<file path="src/rtl/writeback_queue.sv">
// In-order write-back buffer in front of the register bank's single write port.
// Merges ALU and load results, retires one per clock, and forwards queued data.
module writeback_queue #(
  parameter  int DEPTH = 4,
  parameter  int AW    = 5,
  parameter  int DW    = 64,
  localparam int PW    = $clog2(DEPTH),
  localparam int CW    = PW + 1
) (
  input  logic          clk,
  input  logic          rst_n,
  input  logic          alu_valid,
  output logic          alu_ready,
  input  logic [AW-1:0] alu_rd,
  input  logic [DW-1:0] alu_data,
  input  logic          mem_valid,
  output logic          mem_ready,
  input  logic [AW-1:0] mem_rd,
  input  logic [DW-1:0] mem_data,
  output logic          wb_w,
  output logic [AW-1:0] wb_c,
  output logic [DW-1:0] wb_data,
  input  logic [AW-1:0] rd_a,
  input  logic [AW-1:0] rd_b,
  output logic          fwd_a_hit,
  output logic [DW-1:0] fwd_a_data,
  output logic          fwd_b_hit,
  output logic [DW-1:0] fwd_b_data,
  output logic [CW-1:0] count,
  output logic          full,
  output logic          empty
);

  localparam logic [AW-1:0] ZR     = {AW{1'b1}};
  localparam logic [CW-1:0] CNT_M1 = CW'(DEPTH - 1);
  localparam logic [CW-1:0] CNT_M2 = CW'(DEPTH - 2);
  localparam logic [CW-1:0] CNT_F  = CW'(DEPTH);

  logic [DEPTH-1:0][AW-1:0] rd_q;
  logic [DEPTH-1:0][DW-1:0] data_q;
  logic [DEPTH-1:0]         vld_q, vld_d;
  logic [PW-1:0]            head_q, head_d, tail_q, tail_d, alu_slot;
  logic [CW-1:0]            count_q, count_d;
  logic                     pop, mem_push, alu_push;
  logic [PW-1:0]            fidx;

  assign count     = count_q;
  assign empty     = (count_q == '0);
  assign full      = (count_q == CNT_F);
  assign mem_ready = (count_q <= CNT_M1);
  // ALU yields the last free slot to a concurrently offered load.
  assign alu_ready = mem_valid ? (count_q <= CNT_M2) : (count_q <= CNT_M1);

  assign wb_w    = !empty;
  assign wb_c    = empty ? '0 : rd_q[head_q];
  assign wb_data = empty ? '0 : data_q[head_q];

  always_comb begin
    pop      = !empty;
    mem_push = mem_valid && mem_ready && (mem_rd != ZR);
    alu_push = alu_valid && alu_ready && (alu_rd != ZR);
    alu_slot = tail_q + PW'(mem_push);
    head_d   = head_q + PW'(pop);
    tail_d   = tail_q + PW'(mem_push) + PW'(alu_push);
    count_d  = count_q + CW'(mem_push) + CW'(alu_push) - CW'(pop);
    vld_d    = vld_q;
    if (pop)      vld_d[head_q]   = 1'b0;
    if (mem_push) vld_d[tail_q]   = 1'b1;
    if (alu_push) vld_d[alu_slot] = 1'b1;
  end

  always_ff @(posedge clk or negedge rst_n) begin
    if (!rst_n) begin
      head_q  <= '0;
      tail_q  <= '0;
      count_q <= '0;
      vld_q   <= '0;
    end else begin
      head_q  <= head_d;
      tail_q  <= tail_d;
      count_q <= count_d;
      vld_q   <= vld_d;
    end
  end

  // Entry payload needs no reset; vld_q qualifies every use of it.
  always_ff @(posedge clk) begin
    if (mem_push) begin
      rd_q[tail_q]   <= mem_rd;
      data_q[tail_q] <= mem_data;
    end
    if (alu_push) begin
      rd_q[alu_slot]   <= alu_rd;
      data_q[alu_slot] <= alu_data;
    end
  end

  // Walk oldest to youngest so the youngest match overrides earlier ones.
  always_comb begin
    fwd_a_hit  = 1'b0;
    fwd_a_data = '0;
    fwd_b_hit  = 1'b0;
    fwd_b_data = '0;
    fidx       = head_q;
    for (int i = 0; i < DEPTH; i++) begin
      fidx = head_q + PW'(i);
      if (vld_q[fidx] && rd_q[fidx] == rd_a && rd_a != ZR) begin
        fwd_a_hit  = 1'b1;
        fwd_a_data = data_q[fidx];
      end
      if (vld_q[fidx] && rd_q[fidx] == rd_b && rd_b != ZR) begin
        fwd_b_hit  = 1'b1;
        fwd_b_data = data_q[fidx];
      end
    end
  end

endmodule

</file>
<file path="config.mk">
export PLATFORM = sky130hd
export DESIGN_NAME = writeback_queue
export DESIGN_NICKNAME = d
export VERILOG_FILES = /design/src/rtl/writeback_queue.sv
export SDC_FILE = /design/constraint.sdc
export NUM_CORES = 1
export LEC_CHECK = 0
export ABC_CLOCK_PERIOD_IN_PS = 13800
export BUFFER_PORTS_ARGS = -buffer_cell sky130_fd_sc_hd__clkbuf_2
export CAP_MARGIN = 20
export CORE_AREA = 2 2 254 382
export DETAILED_ROUTE_END_ITERATION = 10
export DIE_AREA = 0 0 256 384
export PLACE_DENSITY = 0.52
export SYNTH_ARGS = -nofsm -noshare
export SYNTH_HDL_FRONTEND = slang
export SYNTH_SLANG_ARGS = --single-unit
</file>
<file path="constraint.sdc">
create_clock -name clk -period 13.8 [get_ports clk]
set_clock_uncertainty 0.1 [all_clocks]
set_input_delay 2.76 -clock clk [delete_from_list [all_inputs] [get_ports clk]]
set_output_delay 2.76 -clock clk [all_outputs]
set_load 0.02 [all_outputs]
</file>
==> results of run 1 <==
through the flow:
step / hold WS (ps) / cells
floorplan: 405 / 2363
global placement: 447 / 3785
detailed placement: 459 / 3785
CTS: 467 / 3851
global route: 490 / 3858
finish: 472 / 3861
area by class of cell:
cell class / count / area share [%]
Clock inverter: 14 / 0.314
Tap cell: 1269 / 5.78
Timing Repair Buffer: 397 / 7.70
Inverter: 12 / 0.164
Multi-Input combinational cell: 1821 / 61.0
Antenna cell: 9 / 0.0820
Clock buffer: 52 / 3.79
Sequential cell: 287 / 21.1
flip-flops by register name (all words and copies together), names as in the netlist:
register	count
count	3
rd_q	20
data_q	256
vld_q	4
tail_q	2
head_q	2
metal layers:
metal,wire [um],vias to the layer above,global-route usage [%]
met4,4440,6,9.01
met2,48500,963,33.8
met5,39,-,0
li1,-,9392,-
met1,36200,10600,21.7
met3,6200,209,3.38
synthesized netlist by cell type (all sizes together), types with 5 or more instances:
cell type    n
o22ai       64
buf        108
xnor2       32
nand2      411
nand4        5
nor3        68
dfrtp       11
mux2i      398
nor2        11
mux4       280
ha          11
a21oi       68
inv         12
and3         5
clkbuf     135
xor2        13
dfxtp      276
o221ai      58
and2        69
nor4         6
nand3        7
o21ai      279
cell families (layout without fill, tap and decap cells):
| logic type | count (synthesis) | count (layout) | synth area share (%) |
|---|---|---|---|
| muxes | 678 | 678 | 43.6 |
| DFF | 287 | 287 | 24.6 |
| adders and majority gates | 12 | 12 | 0.668 |
| AOI/OAI and AO/OA | 493 | 493 | 13.6 |
| and+or+nand+nor | 593 | 593 | 11.0 |
| xor gates and xnor gates | 45 | 45 | 1.67 |
| other | 0 | 9 | 0 |
| buffers and inverters | 255 | 475 | 4.94 |
path summary, 6_finish.rpt:
| kind | start | endpoint | cells past startpoint |
|---|---|---|---|
| max | head_q[0] | fwd_a_data[30] | 11 |
| min | vld_q[0] | vld_q[0] | 1 |
| max reg2reg | count[2] | data_q[90] | 9 |
| min reg2reg | vld_q[0] | vld_q[0] | 1 |
| max in group asynchronous | rst_n | head_q[1] | 1 |
| min in group asynchronous | rst_n | count[0] | 1 |
power groups by stage:
stage	combinational [W]	sequential, W	clock [W]
4_1_cts	0.00547	0.00185	0.000973
6_report	0.00544	0.00186	0.000943
3_3_place_gp	0.00544	0.00185	0
2_1_floorplan	0.00414	0.00160	0
5_1_grt	0.00585	0.00194	0.00100
3_5_place_dp	0.00545	0.00187	0
==> impl_summary.md, run 1 <==
Clock tree
Once the clock tree was built, the resizer swapped 0 gates to a different size. The deepest level of the CTS H-tree is 2. The buffer levels on the longest clock path is 3.

The number of hold buffers added after CTS was 0. The number of clock buffers added by TritonCTS is 36. Clock-pin slew was measured on the worst setup and hold paths at 60 ps. Once the clock tree was built, the setup fixing pass inserted 0 buffers. The CTS tree is yes. The cell at the root of the clock tree is clkbuf_16. The later-pin clock latency in the skew report is 560 ps.

The clock drives 287 sinks.

Timing
The worst pin sits at a relative slew slack of 19.6%. Of the available clock period, the critical path in the final layout requires 67.1%. Static timing analysis puts the maximum clock frequency at 108 MHz. Setup repair after global routing left no endpoint under its margin. The transition at the pin with the smallest max-transition slack is 1210 ps. Setup violations remaining at the end of the flow were counted as 0. Counting I/O delays and the setup requirement, the final critical path takes 9250 ps. The total negative setup slack is 0 ps. The number of max-slew violations in the final report was 0.

The final setup slack of the worst path is 4550 ps. The number of failing hold endpoints at the final stage is 0.

Setup path
Of all nets on the critical path, the largest fanout is 50. Traced cell by cell, the critical path runs through inv_1 -> ha_4 -> mux4_2 -> xnor2_1 -> o21ai_0 -> nor2_4 -> buf_4 -> buf_4 -> mux2i_1 -> o22ai_1 -> clkbuf_2. The cell type with the highest occurrence count on the critical path is buf_4. The kind of end point of the critical path is a primary output. The slack of the worst reg-to-reg path is 9230 ps. The required time reported for the critical path endpoint is 10940 ps.

At the worst endpoint, the arrival time is 6390 ps. The class of the most critical setup path is register to primary output. The largest individual stage delay along the critical path comes from the cell dfrtp_4. The critical path contains buffers and inverters numbering 4 combined. Broken down by cell family, the worst path's largest delay share belongs to buffers and inverters. The worst setup path is launched from a register. The delay of the slowest cell on the worst path is 970 ps.

Synthesis
The netlist area before placement is 23600 um2. Yosys mapped a number of flops with a built-in enable equal to 0. The number of nets handed over by synthesis was 2527. Yosys attributes the largest share of cell area to mux4_2 27%, dfxtp_1 23%, mux2i_1 17%, nand2_1 6.5%, o21ai_0 5.6%.

The number of different library cells used by synthesis comes to 50. The post-synthesis register bit count is 287. Synthesis produced 2363 cells. The yosys synthesis warning count is 0. After synthesis, the largest area contributor takes up 26.7% of total cell area. The library cell with the largest summed area after synthesis is mux4_2. The async set or reset register ratio after synthesis is 3.83%. The average size of a mapped cell is 9.99 um2. Sequential cells were found to cover 24.6% of the synthesized design area. In the synthesized netlist the dominant register cell turns out to be dfxtp_1.

Cells and area
The share of final-layout standard cells stronger than drive strength 1 is 31.6%. The layout has 10.0k filler cells. In the final layout, flip-flops and latches occupy 5810 um2. The top cell types in the final layout, fill and taps aside, are 411 x nand2_1, 398 x mux2i_1, 358 x clkbuf_2. The library cell used most frequently in the layout, excluding fill and tap cells, is nand2_1. Compared with the post-synthesis result, the final layout area differs by 16.4%. The finished cells cover 27500 um2. The area taken by multi-input logic gates is 16800 um2. The number of nets at the end of the flow is 2719. Cells fill 28.9% of the core in the end.

Power and ir drop
The leakage power summed over all cells is 9.49 nW. The worst supply voltage drop on vdd is 0.000212 V. The total net switching power is 0.00400 W. The total power per unit cell area is 300 nW/um2.

The fraction of power spent switching nets is 48.4%. The internal portion of the total power is 0.00425 W. Per report_power, the combinational group accounts for 66.0% of the total. Power comes to 0.00825 W. The sequential power share is 22.6%. The clock network accounts for 11.4% of the total power.

Run
The total of max-cap violations is 0.

Die
The initialized floorplan defines 139 standard-cell rows. The area of the die is 98300 um2. In this run the horizontal extent of the chip is 256 um. 359 I/O pins were placed. The initial utilization of the core area, before any placement, comes to 24.8%. The overall die height is 384 um.

The core box area is 95100 um2.

Routing
The number of antenna-violating nets in the routed design is 0. After detailed routing, the total wire length is 95.4 mm. For this block, the initial DRC count from the detailed router was 1663. Dividing the detail-routed wire length by the instance count gives 24.7 um. In the routed design, unresolved DRC markers number 0. After detailed routing, the number of vias per cell comes to 5.49. The first detailed-routing pass took 5 iterations. The total vias in the final route is 21.2k.

Placed design
The count of port buffers added during placement is 358. The pre-CTS worst setup slack is 4620 ps. Once placement finished, the instance area stood at 26300 um2. Routability-driven placement finished with a final weighted congestion of 0.872. The total half-perimeter wirelength after legalization and detailed placement is 64.4 mm.

GRT
The number of global-route vias before repair came to 20.9k. The number of antenna violations at the first check in global routing is 9. The first global-routing pass estimated 141 mm of wire. The total overflow reported by the global router is 0. Entering global routing, the biggest net connects 122 pins. The global-route usage over all layers is 18.9%.

Worst hold path
The min-delay analysis places its worst path in the category register to register.

Outcome
The run finished with clean final reports.
Power figures use the tool's default switching activity.
==> run 2: changes to the inputs <==
- ABC_CLOCK_PERIOD_IN_PS: 13800 -> 8470
- PLACE_DENSITY: 0.52 -> 0.54
- clock period: 13.8 -> 8.47 ns (I/O delays scaled with it)
==> run 2 against run 1 <==
- worst setup slack got worse by 3500 ps
- first-iteration DRC count is 1.6% lower
- non-clock buffer count up 1
- largest cell class unchanged
==> impl_summary.md, run 2 (synthesis results as in run 1) <==
Setup path
On the critical path, the stage with the largest delay is an instance of dfrtp_4. The kind of end point of the critical path is a primary output. Counting cells, the worst reg-to-reg path comes to 9.

The worst setup path is launched from a register. For this run, the slowest stage of the critical path takes 850 ps. The class of the most critical setup path is register to primary output.

The startpoint of the lowest-slack register-to-register path is count[2]. The slack of the worst reg-to-reg path is 4390 ps. The signal on the critical path passes through inv_1 -> ha_4 -> mux4_2 -> and3_1 -> o21ai_0 -> a2bb2oi_1 -> or3_4 -> buf_4 -> o221ai_2 -> clkbuf_2. The required time reported for the critical path endpoint is 6680 ps. The critical register-to-register path endpoint is data_q[229].

For the worst setup path, the data arrival time is 5660 ps. The maximum fanout count along the critical path is 40.

GRT
The number of global-route vias before repair came to 20.7k. The first-pass GRT wire length is 138 mm. The number of antenna violations at the first check in global routing is 7. The largest net degree at the start of global routing is 140. Global routing used 18.3% of the available tracks across all layers.

The total overflow reported by the global router is 0.

Timing
Based on the critical path, the design can be clocked at up to 134 MHz. The number of max-slew violations in the final report is 0. Setup repair after global routing left no endpoint under its margin. The number of setup violations in the final report is 0. The number of failing hold endpoints at the final stage is 0. In the final timing run, aggregate negative setup slack is 0 ps.

After layout, the minimum clock period comes to 7450 ps. The worst hold margin is 477 ps. In this run the tightest slew margin relative to its limit is 25.4%. The transition at the pin with the smallest max-transition slack is 1120 ps. The final critical path takes up 88.0% of the cycle.

Routing
For this block, the via count after detailed routing is 21.0k. The routed design has 91.9 mm of wire. The detail-routed net length per standard cell is 23.8 um. The highest metal layer used by the detailed router is met5.

The routed wire length on met2 is 47.6 mm. Using the TritonRoute via totals, the vias-per-cell ratio works out to 5.43. After detailed routing, the number of remaining DRC violations is 0. In the final routing, the length of wire on met1 measures 35.4 mm. The met3 wire length is 5.83 mm. The detail route stage leaves a number of antenna-violating nets equal to 0. The first detailed-routing pass ran for 5 iterations.

The detailed router finished its first iteration with 1637 violations.

Cells and area
The non-filler instance count after layout is 3861. The number of flip-flops in the largest register is 256. The largest registers in the layout are data_q x256, rd_q x20, vld_q x4. The share of final-layout standard cells stronger than drive strength 1 is 31.6%. The number of nets at the end of the flow is 2721. The commonest non-fill, non-tap cell in the layout is nand2_1. The synthesis-to-layout area growth is 16.7%. The register with the most flip-flops in the final layout is data_q.

The top cell types in the final layout, fill and taps aside, are 411 x nand2_1, 398 x mux2i_1, 358 x clkbuf_2.

Clock tree
CTS placed an instance of clkbuf_16 at the clock tree root. After clock tree synthesis, the clock-pin slew on the worst setup and hold paths is 60 ps. The count of hold-fix buffers inserted at cts is 0.

In this run, post-CTS repair resized a total of 0 instances. The clock drives 287 sinks. The number of buffers added by the clock tree synthesis step is 37.

No sink is reached through more buffers than the 3 on the longest clock path. Post-CTS timing repair inserted 0 buffers for setup. TritonCTS built the clock tree. The later-pin clock latency in the skew report is 570 ps.

In this run the number of H-tree levels came out at 2.

Die
Once the floorplan was initialized, standard cells occupied 24.8% of the core. The core box area is 95100 um2. The floorplan has 139 rows. 359 I/O pins were placed. The overall die height is 384 um. Measured along the x axis, the die boundary spans 256 um. The area of the die is 98300 um2.

Placed design
The total half-perimeter wirelength after legalization and detailed placement is 61.2 mm. The total instance count after detailed placement is 3787. Input and output buffers added on the ports amount to 358. Routability-driven placement finished with a final weighted congestion of 0.851.

Worst hold path
The terminating pin of the worst hold path is data_q[78]. The worst hold path class is register to register. The worst hold path startpoint is data_q[78]. The cell count of the worst hold path is 2.

Power and ir drop
For this design the static power due to leakage is 9.51 nW. In this run the power density over the cells is 485 nW/um2. The worst supply voltage drop on vdd is 0.000254 V.

Run
The total of max-cap violations is 0.

Outcome
The run finished with clean final reports.
run 2: how the worst max path moves through the flow:
stage / startpoint / endpoint / depth (start not counted)
floorplan: head_q[1] / fwd_b_data[63] / 16
global placement: head_q[0] / fwd_b_data[63] / 9
detailed placement: head_q[0] / fwd_b_data[63] / 9
CTS: head_q[0] / fwd_b_data[63] / 9
global route: head_q[0] / fwd_b_data[63] / 9
finish: head_q[0] / fwd_a_data[40] / 10
run 2: where the power goes:
part	internal (W)	switching (W)	leakage (nW)
Sequential	0.00208	0.000913	2.45
Combinational	0.00399	0.00484	6.49
Clock	0.000867	0.000673	0.563
run 2: stage by stage:
step	utilization (%)	instance area, um2	total power (W)	setup slack [ps]
2_1_floorplan	-	23600	0.00936	2210
3_3_place_gp	27.7	26400	0.0117	1510
3_5_place_dp	27.7	26400	0.0118	1500
4_1_cts	28.9	27500	0.0135	831
5_1_grt	29.0	27600	0.0143	695
6_report	29.0	27600	0.0134	1020
run 2: metal layers:
metal  vias up  GRT usage (%)
met5         -              0
met4         2           6.81
met3       171           3.23
met2       912           33.7
met1     10500           21.1
li1       9391              -
run 2: layout make-up:
| type | instances | area [um2] |
|---|---|---|
| clock buffer | 55 | 1050 |
| fill | 9997 | 67600 |
| sequential | 287 | 5810 |
| timing repair buffer | 398 | 2180 |
| tap | 1269 | 1590 |
| antenna | 7 | 17.5 |
| multi-input combinational | 1821 | 16800 |
| inverter | 12 | 45.0 |
| clock inverter | 12 | 92.6 |
run 2: critical path: cells and delay by family (launching register included):
family | cells | cell delay (ps)
AOI/OAI and AO/OA | 3 | 970
adders and majority gates | 1 | 680
buffers and inverters | 3 | 1130
DFF | 1 | 850
muxes | 1 | 620
and+or+nand+nor | 2 | 730
==> run 3: changes to the inputs <==
- ABC_CLOCK_PERIOD_IN_PS: 8470 -> 7100
- PLACE_DENSITY: 0.54 -> 0.52
- clock period: 8.47 -> 7.1 ns (I/O delays scaled with it)
==> run 3 against run 2 <==
- the run now ends with DRC left
- final cell count about the same
- global-route usage grew 0.37 points
- first-iteration DRC count down 3.3%
- utilization grew 0.17 points
- worst setup slack lost 390 ps
- clock-buffer cell count shrank 5
- routed wire length rose by 2.1%
- critical path depth down 1
- critical endpoint is now fwd_b_data[63]
==> impl_summary.md, run 3 (synthesis results as in run 1) <==
GRT
Entering global routing, the biggest net connects 140 pins. The number of antenna violations at the first check in global routing is 9. The number of global-route vias before repair is 21.0k. The first global-routing pass estimated 140 mm of wire.

The global-route usage over all layers is 18.7%. Global routing finished with a remaining overflow of 0.

Cells and area
The utilization after layout is 29.1%. The fill cell total of the finished layout is 9979. The area taken by multi-input logic gates is 16800 um2. The share of final-layout standard cells stronger than drive strength 1 is 32.0%. The top register by number of flip-flops is data_q.

The library cells used most frequently in the layout, excluding fill and tap cells, are 411 x nand2_1, 398 x mux2i_1, 358 x clkbuf_2. The sequential cells in the finished layout cover a total of 5810 um2. Leaving out fill and tap cells, the most frequent cell in the layout is nand2_1. Relative to the synthesized area, the layout overhead comes to 17.4%. After the last flow step, the layout net total stands at 2725. The register with the most flip-flops in the layout has 256 of them. The total non-filler cell area in the finished layout is 27700 um2. In the final layout, the registers with the most flip-flops are data_q x256, rd_q x20, vld_q x4.

Setup path
The critical path is of the register to primary output type. For the worst setup path, the data arrival time is 4950 ps. The worst setup path is launched from a register. In this run the worst path has a maximum fanout of 50. The kind of end point of the critical path is a primary output. Data on the critical path is required at its endpoint by 5580 ps.

In this run the register-to-register setup slack is 3060 ps.

Clock tree
The count of hold-fix buffers inserted at cts is 0. In this run, CTS created clock tree buffers numbering 38. The clock sink count is 287. The clock passes through at most 3 buffers. The H-tree was split into 2 levels. The post-CTS setup-driven buffer insertion count is 0.

The clock-pin transition on the worst setup and hold timing paths is 60 ps. TritonCTS built the clock tree. The cell at the root of the clock tree is clkbuf_16. After clock tree synthesis, the repair step resized 0 gates. Clock latency on the worst-skew pair, taken at its later pin, is 570 ps.

Timing
Based on the critical path, the design can be clocked at up to 154 MHz. The number of failing hold endpoints at the final stage is 0. Setup repair after global routing left no endpoint under its margin. At the pin with the least slew margin, the transition time is 1090 ps.

After layout, the minimum clock period comes to 6470 ps. The total negative setup slack is 0 ps. The share of the clock period used by the worst path is 91.2%. Setup violations remaining at the end of the flow were counted as 0. The worst slew slack as a fraction of its limit is 27.1%.

The number of max-slew violations in the final report is 0.

Power and ir drop
Internal power comes to 0.00838 W. The portion of total power attributed to the clock network is 12.1%. Of the total power, combinational logic draws 66.0%. The fraction of power spent switching nets is 47.8%. Power comes to 0.0161 W. Of the total power, registers draw 21.9%. The total power per unit cell area is 580 nW/um2. The leakage power summed over all cells is 9.60 nW. The total net switching power is 0.00769 W.

The worst supply voltage drop on vdd is 0.000319 V.

Routing
The count of TritonRoute iterations in the first routing pass is 9. The detail-routed net length per standard cell is 24.3 um. The number of remaining DRC errors is 1. The routed layout has 20.9k vias. The routed wire length is 93.9 mm.

Using the TritonRoute via totals, the vias-per-cell ratio works out to 5.42. The count of routing violations after the opening detailed-route iteration is 1583. The count of nets left with antenna violations once routing finished came out at 0.

Die
The floorplan step set the die width to 256 um. The cell row count is 139. For this design the top-level I/O count stands at 359. The overall die height is 384 um. After floorplanning, the core was sized to cover 95100 um2. Once the floorplan was initialized, standard cells occupied 24.8% of the core. The die covers 98300 um2.

Placed design
After legalization and detailed placement, the total HPWL measured 61.3 mm. The count of port buffers added during placement is 358. After detailed placement, the total cell area comes to 26500 um2. The congestion estimate from routability-driven global placement came to 0.830.

Worst hold path
The worst hold path belongs to the class register to register.

Outcome
The final reports fail on DRC. The flow ran to the end, but the final reports show violations.

Run
The total of max-cap violations is 0.
-- run 3: area by class of cell --
type / count / share of cell area [%]
Antenna cell: 5 / 0.0451
Clock buffer: 50 / 3.92
Clock inverter: 17 / 0.474
Inverter: 12 / 0.162
Multi-Input combinational cell: 1821 / 60.5
Sequential cell: 287 / 21.0
Tap cell: 1269 / 5.73
Timing Repair Buffer: 401 / 8.21
-- run 3: power groups by stage --
stage          Clock [W]  Combinational, W  Sequential (W)
6_report         0.00194            0.0106         0.00352
5_1_grt          0.00205            0.0114         0.00367
2_1_floorplan          0           0.00804         0.00312
3_3_place_gp           0            0.0106         0.00348
4_1_cts          0.00201            0.0107         0.00350
3_5_place_dp           0            0.0106         0.00352
-- run 3: final timing paths --
path	from	endpoint	depth (start not counted)
max	head_q[0]	fwd_b_data[63]	9
min	vld_q[2]	vld_q[2]	1
max reg2reg	count[2]	data_q[92]	9
min reg2reg	vld_q[2]	vld_q[2]	1
max in group asynchronous	rst_n	head_q[1]	1
min in group asynchronous	rst_n	tail_q[0]	1
-- run 3: stage by stage --
step | instances | worst slack, ps | hold WS [ps]
detailed placement | 3790 | 1100 | 452
floorplan | 2363 | 1110 | 405
global route | 3862 | 164 | 494
CTS | 3857 | 452 | 466
finish | 3862 | 626 | 477
global placement | 3790 | 1050 | 449
-- run 3: per-layer routing --
layer / GRT usage, % / up-vias / wire length, um
met1: 21.9 / 10600 / 36800
met5: 0 / - / 55
met3: 3.55 / 175 / 5920
met2: 33.7 / 780 / 48200
li1: - / 9415 / -
met4: 6.89 / 8 / 2870
-- run 3: worst max-delay path, cell delays in order (launching register included) --
cell and delay, ps:
dfrtp_4 650, inv_1 150, ha_4 410, buf_4 710, mux4_2 630, nand3_2 120, buf_4 510, nor3_1 130
a211oi_1 720, clkbuf_2 320
